--- config.mk ---
export PLATFORM = sky130hd
export DESIGN_NAME = alu_issue_stage_flat
export DESIGN_NICKNAME = d
export VERILOG_FILES = /design/src/rtl/alu_issue_stage_if.sv /design/src/rtl/alu_issue_stage.sv /design/src/flat_wrapper.sv
export SDC_FILE = /design/constraint.sdc
export NUM_CORES = 1
export LEC_CHECK = 0
export ABC_CLOCK_PERIOD_IN_PS = 3400
export CAP_MARGIN = 20
export CORE_ASPECT_RATIO = 0.75
export CORE_MARGIN = 2
export CORE_UTILIZATION = 34
export CTS_BUF_LIST = sky130_fd_sc_hd__clkbuf_4 sky130_fd_sc_hd__clkbuf_8
export DETAILED_ROUTE_END_ITERATION = 10
export PLACE_DENSITY = 0.51
export SKIP_LAST_GASP = 1
export SLEW_MARGIN = 20
export SYNTH_ARGS = -nofsm -noshare
export SYNTH_HDL_FRONTEND = slang
export SYNTH_SLANG_ARGS = --single-unit
--- constraint.sdc ---
create_clock -name Clk -period 3.4 [get_ports Clk]
set_input_delay 0.85 -clock Clk [delete_from_list [all_inputs] [get_ports Clk]]
set_output_delay 0.85 -clock Clk [all_outputs]
set_load 0.02 [all_outputs]
--- src/rtl/alu_issue_stage_if.sv ---
`default_nettype none
// +----------------------------------------------------------------------+
// | alu_issue_stage_if : instruction, ALU, retire and debug signal bundle |
// | Rev 1.0                                                              |
// +----------------------------------------------------------------------+
interface alu_issue_stage_if #(
    parameter int DATA_W = 8
);
    logic              InValid;
    logic              InReady;
    logic [15:0]       InInstr;
    logic [DATA_W-1:0] AluInA;
    logic [DATA_W-1:0] AluInB;
    logic [2:0]        AluSel;
    logic [DATA_W-1:0] AluOper;
    logic              AluZero;
    logic              ZeroFlag;
    logic              RetireValid;
    logic [2:0]        RetireRd;
    logic [DATA_W-1:0] RetireData;
    logic [2:0]        DbgAddr;
    logic [DATA_W-1:0] DbgData;

    // master: instruction source plus ALU; slave: the issue stage itself
    modport master (
        output InValid, InInstr, AluOper, AluZero, DbgAddr,
        input  InReady, AluInA, AluInB, AluSel, ZeroFlag,
               RetireValid, RetireRd, RetireData, DbgData
    );

    modport slave (
        input  InValid, InInstr, AluOper, AluZero, DbgAddr,
        output InReady, AluInA, AluInB, AluSel, ZeroFlag,
               RetireValid, RetireRd, RetireData, DbgData
    );
endinterface
`default_nettype wire

--- src/rtl/alu_issue_stage.sv ---
`default_nettype none
// +----------------------------------------------------------------------+
// | alu_issue_stage : operand issue + writeback around the 8-bit ALU     |
// | Optional macro ALU_ISSUE_FWD_EN: forward AluOper instead of stalling |
// | Rev 1.0                                                              |
// +----------------------------------------------------------------------+
module alu_issue_stage #(
    parameter int DATA_W  = 8,
    parameter int R0_ZERO = 1
) (
    input  wire logic         Clk,
    input  wire logic         Rst_n,
    alu_issue_stage_if.slave  bus
);
    localparam bit c_r0_hard = (R0_ZERO != 0);

    logic [DATA_W-1:0] r_rf [0:7];
    logic              r_ex_valid;
    logic [2:0]        r_ex_rd;
    logic [DATA_W-1:0] r_alu_a;
    logic [DATA_W-1:0] r_alu_b;
    logic [2:0]        r_alu_sel;
    logic              r_zero;
    logic              r_ret_valid;
    logic [2:0]        r_ret_rd;
    logic [DATA_W-1:0] r_ret_data;

    logic [2:0]        w_op, w_rd, w_ra, w_rb;
    logic              w_imm_en;
    logic [5:0]        w_imm6;
    logic [DATA_W-1:0] w_rf_a, w_rf_b, w_opnd_a, w_opnd_b_reg, w_opnd_b;
    logic              w_ex_writes, w_haz_a, w_haz_b, w_stall, w_ready, w_accept;

    assign w_op     = bus.InInstr[15:13];
    assign w_rd     = bus.InInstr[12:10];
    assign w_ra     = bus.InInstr[9:7];
    assign w_imm_en = bus.InInstr[6];
    assign w_rb     = bus.InInstr[5:3];
    assign w_imm6   = bus.InInstr[5:0];

    assign w_rf_a = (c_r0_hard && w_ra == 3'd0) ? '0 : r_rf[w_ra];
    assign w_rf_b = (c_r0_hard && w_rb == 3'd0) ? '0 : r_rf[w_rb];

    // Only an in-flight result that will really land in the regfile can conflict
    assign w_ex_writes = r_ex_valid && ((r_ex_rd != 3'd0) || !c_r0_hard);
    assign w_haz_a     = w_ex_writes && (w_ra == r_ex_rd);
    assign w_haz_b     = w_ex_writes && !w_imm_en && (w_rb == r_ex_rd);

`ifdef ALU_ISSUE_FWD_EN
    assign w_opnd_a     = w_haz_a ? bus.AluOper : w_rf_a;
    assign w_opnd_b_reg = w_haz_b ? bus.AluOper : w_rf_b;
    assign w_stall      = 1'b0;
`else
    // Holding off one cycle lets the writeback land before the operand read
    assign w_opnd_a     = w_rf_a;
    assign w_opnd_b_reg = w_rf_b;
    assign w_stall      = w_haz_a || w_haz_b;
`endif

    assign w_opnd_b = w_imm_en ? {{(DATA_W-6){1'b0}}, w_imm6} : w_opnd_b_reg;
    assign w_ready  = Rst_n && !w_stall;
    assign w_accept = bus.InValid && w_ready;

    always_ff @(posedge Clk) begin
        if (!Rst_n) begin
            r_rf        <= '{default: '0};
            r_ex_valid  <= 1'b0;
            r_ex_rd     <= 3'd0;
            r_alu_a     <= '0;
            r_alu_b     <= '0;
            r_alu_sel   <= 3'd0;
            r_zero      <= 1'b0;
            r_ret_valid <= 1'b0;
            r_ret_rd    <= 3'd0;
            r_ret_data  <= '0;
        end else begin
            r_ex_valid  <= w_accept;
            r_ret_valid <= r_ex_valid;
            if (w_accept) begin
                r_alu_a   <= w_opnd_a;
                r_alu_b   <= w_opnd_b;
                r_alu_sel <= w_op;
                r_ex_rd   <= w_rd;
            end
            if (r_ex_valid) begin
                if (w_ex_writes) begin
                    r_rf[r_ex_rd] <= bus.AluOper;
                end
                r_zero     <= bus.AluZero;
                r_ret_rd   <= r_ex_rd;
                r_ret_data <= bus.AluOper;
            end
        end
    end

    assign bus.InReady     = w_ready;
    assign bus.AluInA      = r_alu_a;
    assign bus.AluInB      = r_alu_b;
    assign bus.AluSel      = r_alu_sel;
    assign bus.ZeroFlag    = r_zero;
    assign bus.RetireValid = r_ret_valid;
    assign bus.RetireRd    = r_ret_rd;
    assign bus.RetireData  = r_ret_data;
    assign bus.DbgData     = (c_r0_hard && bus.DbgAddr == 3'd0) ? '0 : r_rf[bus.DbgAddr];
endmodule
`default_nettype wire

--- src/flat_wrapper.sv ---
// flat-port wrapper written by rule: the top's interface ports become plain ports
module alu_issue_stage_flat 
#(
    parameter int DATA_W  = 8,
    parameter int R0_ZERO = 1
)
  (Clk, Rst_n, bus_InValid, bus_InInstr, bus_AluOper, bus_AluZero, bus_DbgAddr, bus_InReady, bus_AluInA, bus_AluInB, bus_AluSel, bus_ZeroFlag, bus_RetireValid, bus_RetireRd, bus_RetireData, bus_DbgData);
  alu_issue_stage_if #(.DATA_W(DATA_W)) bus_i ();
  input  wire logic Clk;
  input  wire logic Rst_n;
  input wire logic [$bits(bus_i.InValid)-1:0] bus_InValid;
  input wire logic [$bits(bus_i.InInstr)-1:0] bus_InInstr;
  input wire logic [$bits(bus_i.AluOper)-1:0] bus_AluOper;
  input wire logic [$bits(bus_i.AluZero)-1:0] bus_AluZero;
  input wire logic [$bits(bus_i.DbgAddr)-1:0] bus_DbgAddr;
  output wire logic [$bits(bus_i.InReady)-1:0] bus_InReady;
  output wire logic [$bits(bus_i.AluInA)-1:0] bus_AluInA;
  output wire logic [$bits(bus_i.AluInB)-1:0] bus_AluInB;
  output wire logic [$bits(bus_i.AluSel)-1:0] bus_AluSel;
  output wire logic [$bits(bus_i.ZeroFlag)-1:0] bus_ZeroFlag;
  output wire logic [$bits(bus_i.RetireValid)-1:0] bus_RetireValid;
  output wire logic [$bits(bus_i.RetireRd)-1:0] bus_RetireRd;
  output wire logic [$bits(bus_i.RetireData)-1:0] bus_RetireData;
  output wire logic [$bits(bus_i.DbgData)-1:0] bus_DbgData;
  assign bus_i.InValid = bus_InValid;
  assign bus_i.InInstr = bus_InInstr;
  assign bus_i.AluOper = bus_AluOper;
  assign bus_i.AluZero = bus_AluZero;
  assign bus_i.DbgAddr = bus_DbgAddr;
  assign bus_InReady = bus_i.InReady;
  assign bus_AluInA = bus_i.AluInA;
  assign bus_AluInB = bus_i.AluInB;
  assign bus_AluSel = bus_i.AluSel;
  assign bus_ZeroFlag = bus_i.ZeroFlag;
  assign bus_RetireValid = bus_i.RetireValid;
  assign bus_RetireRd = bus_i.RetireRd;
  assign bus_RetireData = bus_i.RetireData;
  assign bus_DbgData = bus_i.DbgData;
  alu_issue_stage #(.DATA_W(DATA_W), .R0_ZERO(R0_ZERO)) u_core (.Clk(Clk), .Rst_n(Rst_n), .bus(bus_i));
endmodule
==> Yosys cells after proc, flatten, opt, wreduce, memory -nomap -nowiden <==
Cells that the tools add are included.
{ "word_totals": {"word_cells": 59, "ff_bits": 100, "output_inout_bits": 41, "inputBits": 31} }
{ "classes": {"n_eq_ne": 2, "n_bitwise": 4, "reduce_logical": 15, "magnitude_cmp": 5, "n_mux": 16} }
{ "ops": {"columns": ["operator", "n"], "rows": [
  ["8-bit 2-to-1 mux", 11],
  ["8-bit binary-select mux with 3-bit select", 3],
  ["64-bit bitwise mux", 1],
  ["8-bit demux with 3-bit select", 1],
  ["4-bit >= comparator (second input constant)", 4],
  ["3-bit inverter with 4-bit output", 4],
  ["3-bit logical NOT", 3],
  ["1-bit logical AND", 7],
  ["3-bit == test", 2],
  ["4-bit by 1-bit less-than comparator with 1-bit output (second input constant)", 1],
  ["3-bit nonzero test", 1],
  ["1-bit logical NOT", 2],
  ["2-bit AND reduction", 1],
  ["1-bit logical OR", 1]
]} }

==> Logic depth before layout (Yosys ltp) <==
Gate-level depths: netlist (run 1).
{ "logic_depth": {"ltp_word": 8, "depth_mapped": 8} }

==> Worst setup path after synthesis (run 1) <==
Ideal clock, no wire load.
{ "synth_timing": {"path_kind": "input -> output", "start": "input bus_DbgAddr[0]", "end": "output bus_DbgData[4]", "path_slack_ns": 0.257, "t_arrival_ns": 2.293, "path_stages": 6, "path_buffers": 3, "t_required_ns": 2.550, "path_cell_list": "buf_2 buf_2 or2_2 buf_1 o21ai_0 a221oi_1"} }
{ "synth_between": {"elab_chain_cells": 5, "elab_cells_between_ends": 6} }
{ "synth_lines": {"columns": ["element", "line_no", "text"], "rows": [
  ["start: declaration", "flat_wrapper.sv:15", "input wire logic [$bits(bus_i.DbgAddr)-1:0] bus_DbgAddr;"],
  ["3-bit inverter with 4-bit output (not written as such)", "alu_issue_stage.sv:104", "assign bus.DbgData = (c_r0_hard && bus.DbgAddr == 3'd0) ? '0 : r_rf[bus.DbgAddr];"],
  ["8-bit binary-select mux with 3-bit select", "alu_issue_stage.sv:104", null],
  ["8-bit 2-to-1 mux (not written as such) (2 in series)", "alu_issue_stage.sv:104", null],
  ["8-bit 2-to-1 mux *", "alu_issue_stage.sv:104", null],
  ["end: declaration", "flat_wrapper.sv:24", "output wire logic [$bits(bus_i.DbgData)-1:0] bus_DbgData;"]
]} }
Mark *: on every way between the ends. The rest lies on a longest branch, timed or not. The select of a mux whose other input is x is not followed.

==> Worst setup path after layout (run 1) <==
{ "layout_timing": {"start": "input bus_DbgAddr[1]", "end": "output bus_DbgData[2]"} }
The elaborated chain is that of the path after synthesis.

==> results of run 1 <==
==> logic make-up after synthesis <==
family          count (synthesis)  synth area share [%]
compound gates                127                  16.4
mux                            81                  20.6
buf+inv                        62                  5.74
simple gates                  244                  19.6
flops                         100                  36.7
xor+xnor                        6                 0.964
==> worst max-delay path, stage by stage <==
cell and delay, ns:
clkdlybuf4s50_1 0.54, buf_4 0.21, mux2i_1 0.09, nand2_1 0.08, o21ai_0 0.08, a221oi_1 0.25
clkdlybuf4s15_1 0.34
==> metal layers <==
layer | up-vias | GRT usage [%] | part of all wire, %
met1 | 2260 | 32.2 | 51
li1 | 2239 | - | -
met3 | 17 | 4.20 | 7.3
met2 | 182 | 29.8 | 41
met4 | 0 | 4.72 | 1.4
met5 | - | 0 | 0
==> flip-flops by register name, indices dropped and copies added (netlist names) <==
register                cells
u_core.bus.AluInA           8
u_core.bus.AluInB           8
u_core.bus.AluSel           3
u_core.bus.RetireData       8
u_core.bus.RetireRd         3
u_core.bus.RetireValid      1
u_core.bus.ZeroFlag         1
u_core.r_ex_rd              3
u_core.r_ex_valid           1
u_core.r_rf                64
==> power by group <==
group          leakage [µW]  internal (µW)  switching, µW
combinational       0.00139            184            208
sequential         0.000811           1200           34.4
clock              0.000112            391            444
==> how the worst min path moves through the flow <==
| stage | startpoint | end | slack (ns) | cells past startpoint |
|---|---|---|---|---|
| after floorplan | u_core.r_rf[56]$_SDFFE_PN0P_ | u_core.r_rf[56]$_SDFFE_PN0P_ | 0.44 | 1 |
| after global placement | u_core.bus.AluSel[0]$_SDFFE_PN0P_ | u_core.bus.AluSel[0]$_SDFFE_PN0P_ | 0.44 | 2 |
| after detailed placement | u_core.bus.AluInA[5]$_SDFFE_PN0P_ | u_core.bus.AluInA[5]$_SDFFE_PN0P_ | 0.45 | 2 |
| after CTS | u_core.bus.AluInA[5]$_SDFFE_PN0P_ | u_core.bus.AluInA[5]$_SDFFE_PN0P_ | 0.47 | 2 |
| after global routing | u_core.bus.AluInB[2]$_SDFFE_PN0P_ | u_core.bus.AluInB[2]$_SDFFE_PN0P_ | 0.48 | 2 |
| final | u_core.bus.AluInB[2]$_SDFFE_PN0P_ | u_core.bus.AluInB[2]$_SDFFE_PN0P_ | 0.46 | 2 |
==> Yosys cell counts <==
| cell type | count | area share, % |
|---|---|---|
| and2b_1 | 1 | 0.14 |
| mux2i_1 | 49 | 9.0 |
| xor2_1 | 6 | 0.96 |
| inv_1 | 10 | 0.69 |
| nand2_1 | 157 | 11 |
| mux2_2 | 8 | 1.7 |
| buf_1 | 9 | 0.62 |
| a22oi_1 | 2 | 0.28 |
| and2_1 | 9 | 1.0 |
| nor2b_1 | 35 | 4.0 |
| buf_6 | 3 | 0.62 |
| nor2_1 | 22 | 1.5 |
| a221o_1 | 8 | 1.5 |
| or3_1 | 1 | 0.11 |
| nand2b_1 | 4 | 0.46 |
| mux4_2 | 24 | 9.9 |
| buf_4 | 3 | 0.41 |
| nand4_1 | 1 | 0.11 |
| a21boi_0 | 57 | 7.8 |
| buf_2 | 10 | 0.92 |
| dfxtp_1 | 100 | 37 |
| nor3_1 | 5 | 0.46 |
| a211oi_1 | 1 | 0.14 |
| o21ai_0 | 35 | 3.2 |
| or2_2 | 2 | 0.23 |
| clkbuf_1 | 24 | 1.7 |
| clkbuf_2 | 1 | 0.092 |
| nor4_1 | 1 | 0.11 |
| a21oi_1 | 5 | 0.46 |
| a221oi_1 | 13 | 2.1 |
| and2_2 | 1 | 0.14 |
| nand3_1 | 4 | 0.37 |
| a211o_1 | 2 | 0.32 |
| buf_12 | 2 | 0.73 |
| o21ai_1 | 1 | 0.092 |
| and3_1 | 1 | 0.11 |
| o31a_1 | 3 | 0.48 |
==> through the flow <==
stage | hold WS (ns) | instances | cell area (µm²) | setup WS (ns)
after floorplan | 0.443 | 620 | 5450 | 0.257
after global placement | 0.443 | 867 | 6320 | -0.235
after detailed placement | 0.452 | 867 | 6320 | -0.267
after CTS | 0.468 | 883 | 6540 | -0.0626
after global routing | 0.479 | 885 | 6570 | 0.0111
final | 0.462 | 885 | 6570 | 0.0998
==> cell type report <==
| type | instances | area [µm²] | area share, % |
|---|---|---|---|
| sequential | 100 | 2000 | 30.5 |
| clock inverter | 5 | 63.8 | 0.971 |
| clock buffer | 11 | 151 | 2.30 |
| inverter | 10 | 37.5 | 0.571 |
| timing repair buffer | 91 | 902 | 13.7 |
| tap | 210 | 263 | 4.00 |
| multi-input combinational | 458 | 3150 | 48.0 |
==> timing repair <==
action                     CTS  global route
gates resized for setup     28             9
hold endpoints to repair     0             0
gates cloned                 0             1
buffers inserted             0             1
setup endpoints to repair    9             8
==> results.ini, run 1 <==
[clock_tree]
clk_latency_ns=0.37
clk_transition_reported_paths_ns=0.10
cts_max_level=3
cts_sinks=100
numCtsBuffers=9
root_buffer=clkbuf_8
cts_tree=built
clockBufferDepth=2
hold_buffers=0

[timing]
relSlewSlack_pct=40.3
period_share_pct=97.1
final.min_clock_period_ns=3.30
worstMarginPinSlew_ns=0.895
setup_viol=0
hold_viol=0
rsz0062_at_grt=false
fmax_mhz=303
setup_tns_ns=0
final_max_slew_viol_count=0
fin_skew_ns=0.00921

[run]
cap_violations=0

[critical_path]
cp_max_fo=8
worstSetupStartpoint=bus_DbgAddr[1]
worstPathArrival_ns=2.45
cp-start-kind=input pin
critical_path_class=input pin to output port
crit_required_ns=2.55
cp-endpoint=bus_DbgData[2]
reg2reg_to=u_core.bus.AluInA[1]$_SDFFE_PN0P_
r2r_slack_ns=0.97
reg2reg_depth=7
timing.rr.start=u_core.r_ex_rd[1]$_SDFFE_PN0P_
worst_setup_path_end_kind=output port

[cells_and_area]
fillers=1587
final_cell_mix=157 x nand2_1, 100 x dfxtp_1, 60 x clkdlybuf4s50_1, 57 x a21boi_0, 49 x mux2i_1
final_core_util_pct=41.4
antenna_cells=0
final_common_cell=nand2_1
area_delta_synth_final_pct=20.6
layout-drive-gt1-share_pct=12.1
nets=701

[floorplanning]
initial_utilization_pct=34.4
core_um2=15900
ios=72
die_w_um=150
dieArea_um2=17100
die_y_um=114
rows=40

[power_and_ir_drop]
p_per_area_nw_per_um2=375
leakage_uw=0.00231
p_total_uw=2460
ir_worst_vdd_mv=0.241

[global_route]
grt.total_usage_pct=20.9
antenna_found_initial=0
grt_max_degree=102
grt_pass1_wl_mm=26.9
grt_pass1_vias=4533
grt-ovfl-total=0

[synth]
yosysUniqueCellTypes=37
ys_ff_latch=100
ys_warn_count=0
synth_fp_nets=651
ys_seq_area_share_pct=36.7
synthCells=620
synth_area_um2=5450
syn_area_per_cell_um2=8.79

[route]
dr_total_vias=4698
drt-initial-drc-count=266
drc=0
firstDrtPassIters=4
wirelength_mm=17.4
drtAntennaViolNets=0
wire_per_inst_um=19.7
routed_via_density=5.31

[placed_design]
port_buffers=71
dpl.hpwl_mm=13.2
gp_congestion=0.916

[run_status]
status=complete, no violations

[hold_path]
holdCritPathClass=flip-flop to flip-flop

(Power assumes the default switching activity.)
==> run 2, diff against run 1 <==
SLEW_MARGIN = 0   (was 20)
==> results of run 2 <==
Same layout as run 1: the final DEF is identical, and so are final timing and power.
